[src/rtl/soundrive_dac_if.sv]
// ---------------------------------------------------------------------------
// soundrive_dac_if
//   Bundles the Z80 I/O write bus and the DAC outputs for soundrive_dac.
//   master : CPU/bus side, drives address, strobes, data and enable.
//   slave  : DAC side, drives wr_ack, channel registers and the stereo mix.
// Signals:
//   a[15:0]        CPU address bus (only a[7:0] decoded)
//   iorq_n         I/O request, active low
//   wr_n           write strobe, active low
//   d[7:0]         CPU data bus
//   enable         1 = block responds to writes
//   wr_ack         one-cycle pulse when a write is accepted
//   dac_chan[31:0] channel registers {D,C,B,A}, raw unsigned
//   left_out[8:0]  registered mix of A+B
//   right_out[8:0] registered mix of C+D
// ---------------------------------------------------------------------------
interface soundrive_dac_if;
  logic [15:0] a;
  logic        iorq_n;
  logic        wr_n;
  logic [7:0]  d;
  logic        enable;
  logic        wr_ack;
  logic [31:0] dac_chan;
  logic [8:0]  left_out;
  logic [8:0]  right_out;

  modport master (
    output a, iorq_n, wr_n, d, enable,
    input  wr_ack, dac_chan, left_out, right_out
  );

  modport slave (
    input  a, iorq_n, wr_n, d, enable,
    output wr_ack, dac_chan, left_out, right_out
  );
endinterface

[src/rtl/soundrive_dac.sv]
// ---------------------------------------------------------------------------
// soundrive_dac
//   Four-channel 8-bit Soundrive/Covox DAC port block. Decodes Z80 I/O writes
//   to the four channel ports (and optionally the legacy mono Specdrum ports),
//   accepts exactly one write per I/O strobe assertion, and produces a
//   registered stereo mix: left = A+B, right = C+D.
//
// Ports:
//   clk    system clock
//   rst_n  asynchronous active-low reset
//   bus    soundrive_dac_if.slave (a, iorq_n, wr_n, d, enable in;
//          wr_ack, dac_chan, left_out, right_out out)
//
// Parameters:
//   PORT_A..PORT_D  low address byte of each channel port
//   PORT_M0/PORT_M1 legacy mono ports (write all four channels)
//   SIGNED_OUT      0 = unsigned mix (0..510), 1 = two's-complement (-256..254)
//
// Configuration macro:
//   SOUNDRIVE_MONO_PORTS_EN  when defined, PORT_M0/PORT_M1 are decoded and
//                            load d into all four channels. When undefined
//                            those addresses are ignored entirely.
// ---------------------------------------------------------------------------
module soundrive_dac #(
  parameter logic [7:0] PORT_A     = 8'h0F,
  parameter logic [7:0] PORT_B     = 8'h1F,
  parameter logic [7:0] PORT_C     = 8'h4F,
  parameter logic [7:0] PORT_D     = 8'h5F,
  parameter logic [7:0] PORT_M0    = 8'hDF,
  parameter logic [7:0] PORT_M1    = 8'hFB,
  parameter bit         SIGNED_OUT = 1'b0
) (
  input  logic            clk,
  input  logic            rst_n,
  soundrive_dac_if.slave  bus
);

  // Mix output value when every channel sits at midscale (8'h80).
  localparam logic [8:0] MIX_RESET = SIGNED_OUT ? 9'h000 : 9'h100;

  // Per-channel contribution to the mix: zero-extended when unsigned, or
  // offset-binary to two's complement (invert MSB) and sign-extended.
  function automatic logic [8:0] to_mix(input logic [7:0] x);
    if (SIGNED_OUT) return {~x[7], ~x[7], x[6:0]};
    else            return {1'b0, x};
  endfunction

  logic [3:0][7:0] r_chan;
  logic            r_wstb_q;
  logic            r_wr_ack;
  logic [8:0]      r_left;
  logic [8:0]      r_right;

  logic            w_wstb;
  logic [3:0]      w_sel;
  logic            w_accept;
  logic            w_unused_hi;

  assign w_wstb = !bus.iorq_n && !bus.wr_n;

  // Only the low address byte takes part in decoding.
  assign w_unused_hi = ^bus.a[15:8];

  // One-hot (or all-ones for mono) channel select from the low address byte.
  always_comb begin
    // NOTE: every output of a combinational block gets a default first so no
    // path leaves it unassigned, which would otherwise infer a latch.
    w_sel = 4'b0000;
    unique case (bus.a[7:0])
      PORT_A:  w_sel = 4'b0001;
      PORT_B:  w_sel = 4'b0010;
      PORT_C:  w_sel = 4'b0100;
      PORT_D:  w_sel = 4'b1000;
`ifdef SOUNDRIVE_MONO_PORTS_EN
      PORT_M0: w_sel = 4'b1111;
      PORT_M1: w_sel = 4'b1111;
`endif
      default: w_sel = 4'b0000;
    endcase
  end

  // Accept only on the rising edge of the strobe: a held strobe writes once,
  // and raising enable mid-strobe does not create a late write.
  assign w_accept = w_wstb && !r_wstb_q && bus.enable && (w_sel != 4'b0000);

  // Strobe history is tracked unconditionally so edge detection is never
  // fooled by enable or address changes during a held strobe.
  always_ff @(posedge clk or negedge rst_n) begin
    if (!rst_n) begin
      // NOTE: sequential state uses non-blocking assignments so every
      // register samples pre-edge values regardless of statement order.
      r_wstb_q <= 1'b0;
      r_wr_ack <= 1'b0;
    end else begin
      r_wstb_q <= w_wstb;
      r_wr_ack <= w_accept;
    end
  end

  // Channel registers. They drive audio directly, so they are reset to a
  // known midscale value rather than left as uninitialised storage.
  always_ff @(posedge clk or negedge rst_n) begin
    if (!rst_n) begin
      r_chan <= {4{8'h80}};
    end else if (w_accept) begin
      for (int i = 0; i < 4; i++) begin
        if (w_sel[i]) r_chan[i] <= bus.d;
      end
    end
  end

  // Mix stage: one clock behind the channel registers.
  always_ff @(posedge clk or negedge rst_n) begin
    if (!rst_n) begin
      r_left  <= MIX_RESET;
      r_right <= MIX_RESET;
    end else begin
      r_left  <= to_mix(r_chan[0]) + to_mix(r_chan[1]);
      r_right <= to_mix(r_chan[2]) + to_mix(r_chan[3]);
    end
  end

  assign bus.wr_ack    = r_wr_ack;
  assign bus.dac_chan  = r_chan;
  assign bus.left_out  = r_left;
  assign bus.right_out = r_right;

endmodule

[src/flat_wrapper.sv]
// flat-port wrapper written by rule: the top's interface ports become plain ports
module soundrive_dac_flat 
#(
  parameter logic [7:0] PORT_A     = 8'h0F,
  parameter logic [7:0] PORT_B     = 8'h1F,
  parameter logic [7:0] PORT_C     = 8'h4F,
  parameter logic [7:0] PORT_D     = 8'h5F,
  parameter logic [7:0] PORT_M0    = 8'hDF,
  parameter logic [7:0] PORT_M1    = 8'hFB,
  parameter bit         SIGNED_OUT = 1'b0
)
  (clk, rst_n, bus_a, bus_iorq_n, bus_wr_n, bus_d, bus_enable, bus_wr_ack, bus_dac_chan, bus_left_out, bus_right_out);
  soundrive_dac_if bus_i ();
  input  logic clk;
  input  logic rst_n;
  input wire logic [$bits(bus_i.a)-1:0] bus_a;
  input wire logic [$bits(bus_i.iorq_n)-1:0] bus_iorq_n;
  input wire logic [$bits(bus_i.wr_n)-1:0] bus_wr_n;
  input wire logic [$bits(bus_i.d)-1:0] bus_d;
  input wire logic [$bits(bus_i.enable)-1:0] bus_enable;
  output wire logic [$bits(bus_i.wr_ack)-1:0] bus_wr_ack;
  output wire logic [$bits(bus_i.dac_chan)-1:0] bus_dac_chan;
  output wire logic [$bits(bus_i.left_out)-1:0] bus_left_out;
  output wire logic [$bits(bus_i.right_out)-1:0] bus_right_out;
  assign bus_i.a = bus_a;
  assign bus_i.iorq_n = bus_iorq_n;
  assign bus_i.wr_n = bus_wr_n;
  assign bus_i.d = bus_d;
  assign bus_i.enable = bus_enable;
  assign bus_wr_ack = bus_i.wr_ack;
  assign bus_dac_chan = bus_i.dac_chan;
  assign bus_left_out = bus_i.left_out;
  assign bus_right_out = bus_i.right_out;
  soundrive_dac #(.PORT_A(PORT_A), .PORT_B(PORT_B), .PORT_C(PORT_C), .PORT_D(PORT_D), .PORT_M0(PORT_M0), .PORT_M1(PORT_M1), .SIGNED_OUT(SIGNED_OUT)) u_core (.clk(clk), .rst_n(rst_n), .bus(bus_i));
endmodule
[config.mk]
export PLATFORM = sky130hd
export DESIGN_NAME = soundrive_dac_flat
export DESIGN_NICKNAME = d
export VERILOG_FILES = /design/src/rtl/soundrive_dac_if.sv /design/src/rtl/soundrive_dac.sv /design/src/flat_wrapper.sv
export SDC_FILE = /design/constraint.sdc
export NUM_CORES = 1
export LEC_CHECK = 0
export CORE_MARGIN = 3
export CORE_UTILIZATION = 45
export DETAILED_ROUTE_END_ITERATION = 12
export PLACE_DENSITY = 0.78
export RECOVER_POWER = 25
export SETUP_SLACK_MARGIN = 0.4
export SLEW_MARGIN = 40
export SYNTH_ARGS = -nofsm -noshare
export SYNTH_HDL_FRONTEND = slang
export SYNTH_SLANG_ARGS = --single-unit
export TNS_END_PERCENT = 20
[constraint.sdc]
create_clock -name clk -period 2.5 [get_ports clk]
set_clock_uncertainty 0.1 [all_clocks]
set_input_delay 0.75 -clock clk [delete_from_list [all_inputs] [get_ports clk]]
set_output_delay 0.75 -clock clk [all_outputs]
set_load 0.02 [all_outputs]
# Word-level counts from Yosys, hierarchy flattened
# Index checks and enable logic that the tools add are counted.
# word_totals
register_bits,52
latchBits,0
ramBits,0
romBits,0
inputBits,29
word_cells,27
n_memories,0
# op_classes
add_sub_neg,2
n_mul,0
div_mod_pow,0
magnitude_cmp,0
eq_ne,4
shifts,0
mux,1
n_bitwise,0
reduce_logical,12
# op_table
cell,n
8-bit by 8-bit adder with 9-bit output,2
"8-bit by 7-bit == test with 1-bit output, second input constant",2
4-bit case mux with 4 select lines,1
"8-bit by 4-bit == test with 1-bit output, second input constant",1
"8-bit by 5-bit == test with 1-bit output, second input constant",1
2-bit AND reduction,4
1-bit logical AND,4
4-bit nonzero test,1
1-bit zero test,3

# Logic depth before layout (Yosys ltp)
# depth
word_depth,6
depth_mapped,7
depth_no_buf,7

# Least setup slack after synthesis
# No wires, ideal clock.
# synth_path
kind,input port to flip-flop
start,input port bus_a[5]
end,register u_core.r_chan (netlist bit u_core.bus.dac_chan[0])
t_arrival_ps,2307
slack_ps,-32
cell_stages,4
n_path_buf,0
cell_sequence,or4b_4 > nor4_4 > nor3b_4 > mux2_2
# synth_via
elab_chain_cells,5
elab_cells_between_ends,8
# synth_rtl
element,line_no,rtl
"start, declared",flat_wrapper.sv:16,input wire logic [$bits(bus_i.a)-1:0] bus_a;
8-bit by 7-bit == test with 1-bit output (tied with other cells),soundrive_dac.sv:69,unique case (bus.a[7:0])
4-bit case mux with 4 select lines *,soundrive_dac.sv:69,
4-bit nonzero test *,soundrive_dac.sv:84,assign w_accept = w_wstb && !r_wstb_q && bus.enable && (w_sel != 4'b0000);
1-bit logical AND *,soundrive_dac.sv:84,
net u_core.w_accept,soundrive_dac.sv:56,logic w_accept;
2-bit AND reduction (no source line) *,--,
"end signal, assigned",soundrive_dac.sv:104,r_chan <= {4{8'h80}};
"end signal, assigned by index",soundrive_dac.sv:107,if (w_sel[i]) r_chan[i] <= bus.d;
"end, declared",soundrive_dac.sv:48,logic [3:0][7:0] r_chan;
# The timed path passes the listed nets; every way through them passes the cells marked *.
# A chain may end at the register's enable or synchronous reset.

# Worst setup path after layout
# layout_path
start,register u_core.r_chan (netlist bit u_core.bus.dac_chan[2])
end,output port bus_dac_chan[2]
# layout_lines
element,line_no,rtl
"end, declared",flat_wrapper.sv:22,output wire logic [$bits(bus_i.dac_chan)-1:0] bus_dac_chan;
# No word-level cell between the ends.

==> flow_metrics.py <==
metrics = {
    "global_routing": {
        "grt_pass1_wl_um": 8480,
        "grt_usage_pct": 17.78,
        "antenna_found_initial": 0,
        "grt_overflow": 0,
        "grt_max_degree": 27,
        "grt_pass1_vias": 1745,
    },
    "routing": {
        "drc": 0,
        "wl_per_cell_um": 15.38,
        "vias": 1612,
        "drtIter0Drc": 50,
        "drtPass1Iterations": 4,
        "totalWireLength_um": 4876,
        "postRouteAntennaNets": 0,
        "vias_per_cell": 5.085,
    },
    "synth": {
        "synth.distinct_cells": 26,
        "synth_edf_count": 0,
        "synth.avg_cell_area_um2": 14.21,
        "synth_top_area_share_pct": 49.70,
        "ys_ff_latch": 52,
        "syn-cell-area_um2": 2316,
        "yosys_warnings": 0,
        "synthCells": 163,
        "synth_ff_type": "dfrtp_1",
        "synthTopCellsByArea": "dfrtp_1, mux2_2, ha_1",
        "synth_largest_area_cell": "dfrtp_1",
        "ys_seq_area_share_pct": 56.51,
        "synthesis.nets": 210,
        "synthArstFlopShare_pct": 100.0,
    },
    "layout": {
        "drive_gt1_share_pct": 25.60,
        "area_growth_pct": 45.76,
        "num_antenna_cells": 0,
        "utilization_pct": 69.63,
        "nets": 296,
        "n_fill_cell": 372,
    },
    "clock_network": {
        "cts_tree": "done",
        "cts_root_buf": "clkbuf_8",
        "clkTransAtPathRegs_ps": 100,
        "cts_buffer_depth": 2,
        "cts_hold_buf": 0,
        "cts_buffers": 5,
        "clk-insertion-delay-late_ps": 310,
        "cts.sinks": 52,
        "htree_num_levels": 2,
    },
    "setup_path": {
        "setup.worst_path.start_class": "flip-flop",
        "r2r_setup_slack_ps": 430,
        "r2r-end": "u_core.bus.right_out[6]",
        "cp.arrival_ps": 1340,
        "crit_family": "buffers and inverters",
        "slowest_stage": "clkdlybuf4s50_1",
        "cp_max_fo": 3,
        "reg2reg_from": "u_core.bus.dac_chan[16]",
        "reg2reg_depth": 7,
        "required_ps": 1650,
        "end_kind": "output pin",
        "crit_buf_inv": 1,
        "critPathKind": "flip-flop to output pin",
        "max_stage_delay_ps": 620,
        "cp_cell_sequence": "clkdlybuf4s50_1",
    },
    "timing": {
        "fin_tns_setup_ps": 0,
        "max-slew-margin-rel_pct": 37.78,
        "setup_viol_count_final": 0,
        "drv_slew": 0,
        "rsz0062_at_grt": "yes",
        "period_needed_ps": 2187,
        "max_clock_freq_mhz": 457.3,
        "worstMarginPinSlew_ps": 933.3,
        "final-hold-violation-count": 0,
        "min_period_over_period_pct": 87.47,
    },
    "power_and_ir_drop": {
        "static-leakage-power_nw": 1.884,
        "power.share.switching_pct": 23.53,
        "p_sw_uw": 350.7,
        "comb_power_share_pct": 7.9,
        "irDropWorstVdd_v": 0.0003071,
        "seq_power_share_pct": 57.8,
        "powerDensity_nw_per_um2": 441.5,
        "power.clock.fraction_pct": 34.3,
        "internal_power_mw": 1.140,
    },
    "die": {
        "die_width_um": 77.74,
        "start_util_pct": 47.77,
        "dieHeight_um": 77.74,
        "die_area_um2": 6044,
        "fp-row-count": 25,
        "num_io_pins": 80,
        "core_area_um2": 4848,
    },
    "run": {
        "cap_violations": 0,
    },
    "hold_path": {
        "holdPathEnd": "u_core.bus.left_out[0]",
        "hold_start": "u_core.bus.dac_chan[8]",
        "hold_path.class": "flip-flop to flip-flop",
        "hold_depth": 1,
    },
    "outcome": {
        "status": "finished clean",
    },
    "placed_design": {
        "place_congestion": 0.7217,
        "io_buffers": 71,
        "hpwlAfterDp_um": 3654,
    },
}
-- worst max path at each step --
stage,startpoint,end,slack [ps],depth (start not counted)
floorplan,bus_a[5],u_core.bus.dac_chan[0],-30,4
global placement,bus_a[5],u_core.bus.dac_chan[5],-390,6
detailed placement,bus_a[5],u_core.bus.dac_chan[0],-410,6
CTS,u_core.bus.dac_chan[15],bus_dac_chan[15],170,1
global route,u_core.bus.dac_chan[13],bus_dac_chan[13],260,1
finish,u_core.bus.dac_chan[2],bus_dac_chan[2],310,1
-- registers in the layout, indices dropped and copies added, names as in the netlist --
register,cells
u_core.bus.dac_chan,32
u_core.bus.right_out,9
u_core.bus.wr_ack,1
u_core.bus.left_out,9
u_core.r_wstb_q,1
-- cell usage after synthesis (3+ instances only) --
master,count
dfrtp_1,46
mux2_2,32
ha_1,16
xnor2_1,10
a21oi_1,8
nor2_1,7
dfstp_2,6
nand2_1,5
o21ai_0,4
nand3b_1,3
-- layout make-up --
| class | instances | area [µm²] | area share, % |
|---|---|---|---|
| Multi-Input combinational cell | 109 | 1069 | 31.65 |
| Tap cell | 67 | 83.83 | 2.483 |
| Clock buffer | 6 | 82.58 | 2.446 |
| Sequential cell | 52 | 1309 | 38.77 |
| Clock inverter | 2 | 13.76 | 0.4077 |
| Inverter | 2 | 7.507 | 0.2224 |
| Timing Repair Buffer | 79 | 810.8 | 24.02 |
-- per-layer routing --
| metal | vias to the layer above | routed length (µm) | track usage, % |
|---|---|---|---|
| met5 | - | 0 | 0 |
| met4 | 0 | 69 | 5.872 |
| met1 | 794 | 2051 | 22.25 |
| met2 | 53 | 2408 | 28.77 |
| met3 | 7 | 347 | 6.148 |
| li1 | 758 | - | - |
-- repair_timing --
action	in CTS	in global routing
hold endpoints to repair	0	0
pin swaps	5	2
setup endpoints to repair	75	85
gates resized for setup	31	20
buffers inserted	0	1
-- metrics by stage --
stage | total power [mW] | area (µm²) | instances | hold WS (ps) | setup slack, ps
6_report | 1.490 | 3376 | 317 | 440.3 | 313.2
5_1_grt | 1.550 | 3376 | 317 | 465.0 | 261.0
4_1_cts | 1.508 | 3332 | 316 | 268.5 | 169.3
3_5_place_dp | 1.003 | 3196 | 308 | 412.4 | -412.1
3_3_place_gp | 1.002 | 3196 | 308 | 418.5 | -393.6
2_1_floorplan | 0.9123 | 2316 | 163 | 354.4 | -31.51
-- power groups by stage --
stage                     clock [mW]  combinational, mW  sequential, mW
after global routing           0.558              0.128           0.864
after global placement             0              0.123           0.878
final                          0.511              0.118           0.862
after detailed placement           0              0.125           0.878
after CTS                      0.522              0.124           0.862
after floorplan                    0             0.0194           0.893
-- cells by family after synthesis --
kind of cell	count (synthesis)	synth area share, %
DFF	52	56.51
muxes	32	15.56
and+or+nand+nor	27	7.618
AOI/OAI and AO/OA	20	5.078
adders and majority gates	18	10.37
xor gates and xnor gates	12	4.538
buffers and inverters	2	0.3243
-- cell usage in the layout (no fill, tap or decap), types with 3 or more instances in the layout --
cell type | synthesis | layout
dfrtp_1 | 46 | 46
clkdlybuf4s50_1 | 0 | 45
mux2_2 | 32 | 17
ha_1 | 16 | 16
dlymetal6s2s_1 | 0 | 16
mux2_4 | 0 | 15
xnor2_1 | 10 | 10
a21oi_1 | 8 | 7
nor2_1 | 7 | 7
clkbuf_8 | 0 | 6
dlygate4sd2_1 | 0 | 6
dfstp_2 | 6 | 6
nand2_1 | 5 | 5
buf_4 | 0 | 5
o21ai_0 | 4 | 3
nand3b_1 | 3 | 3
(Power assumes the default switching activity.)
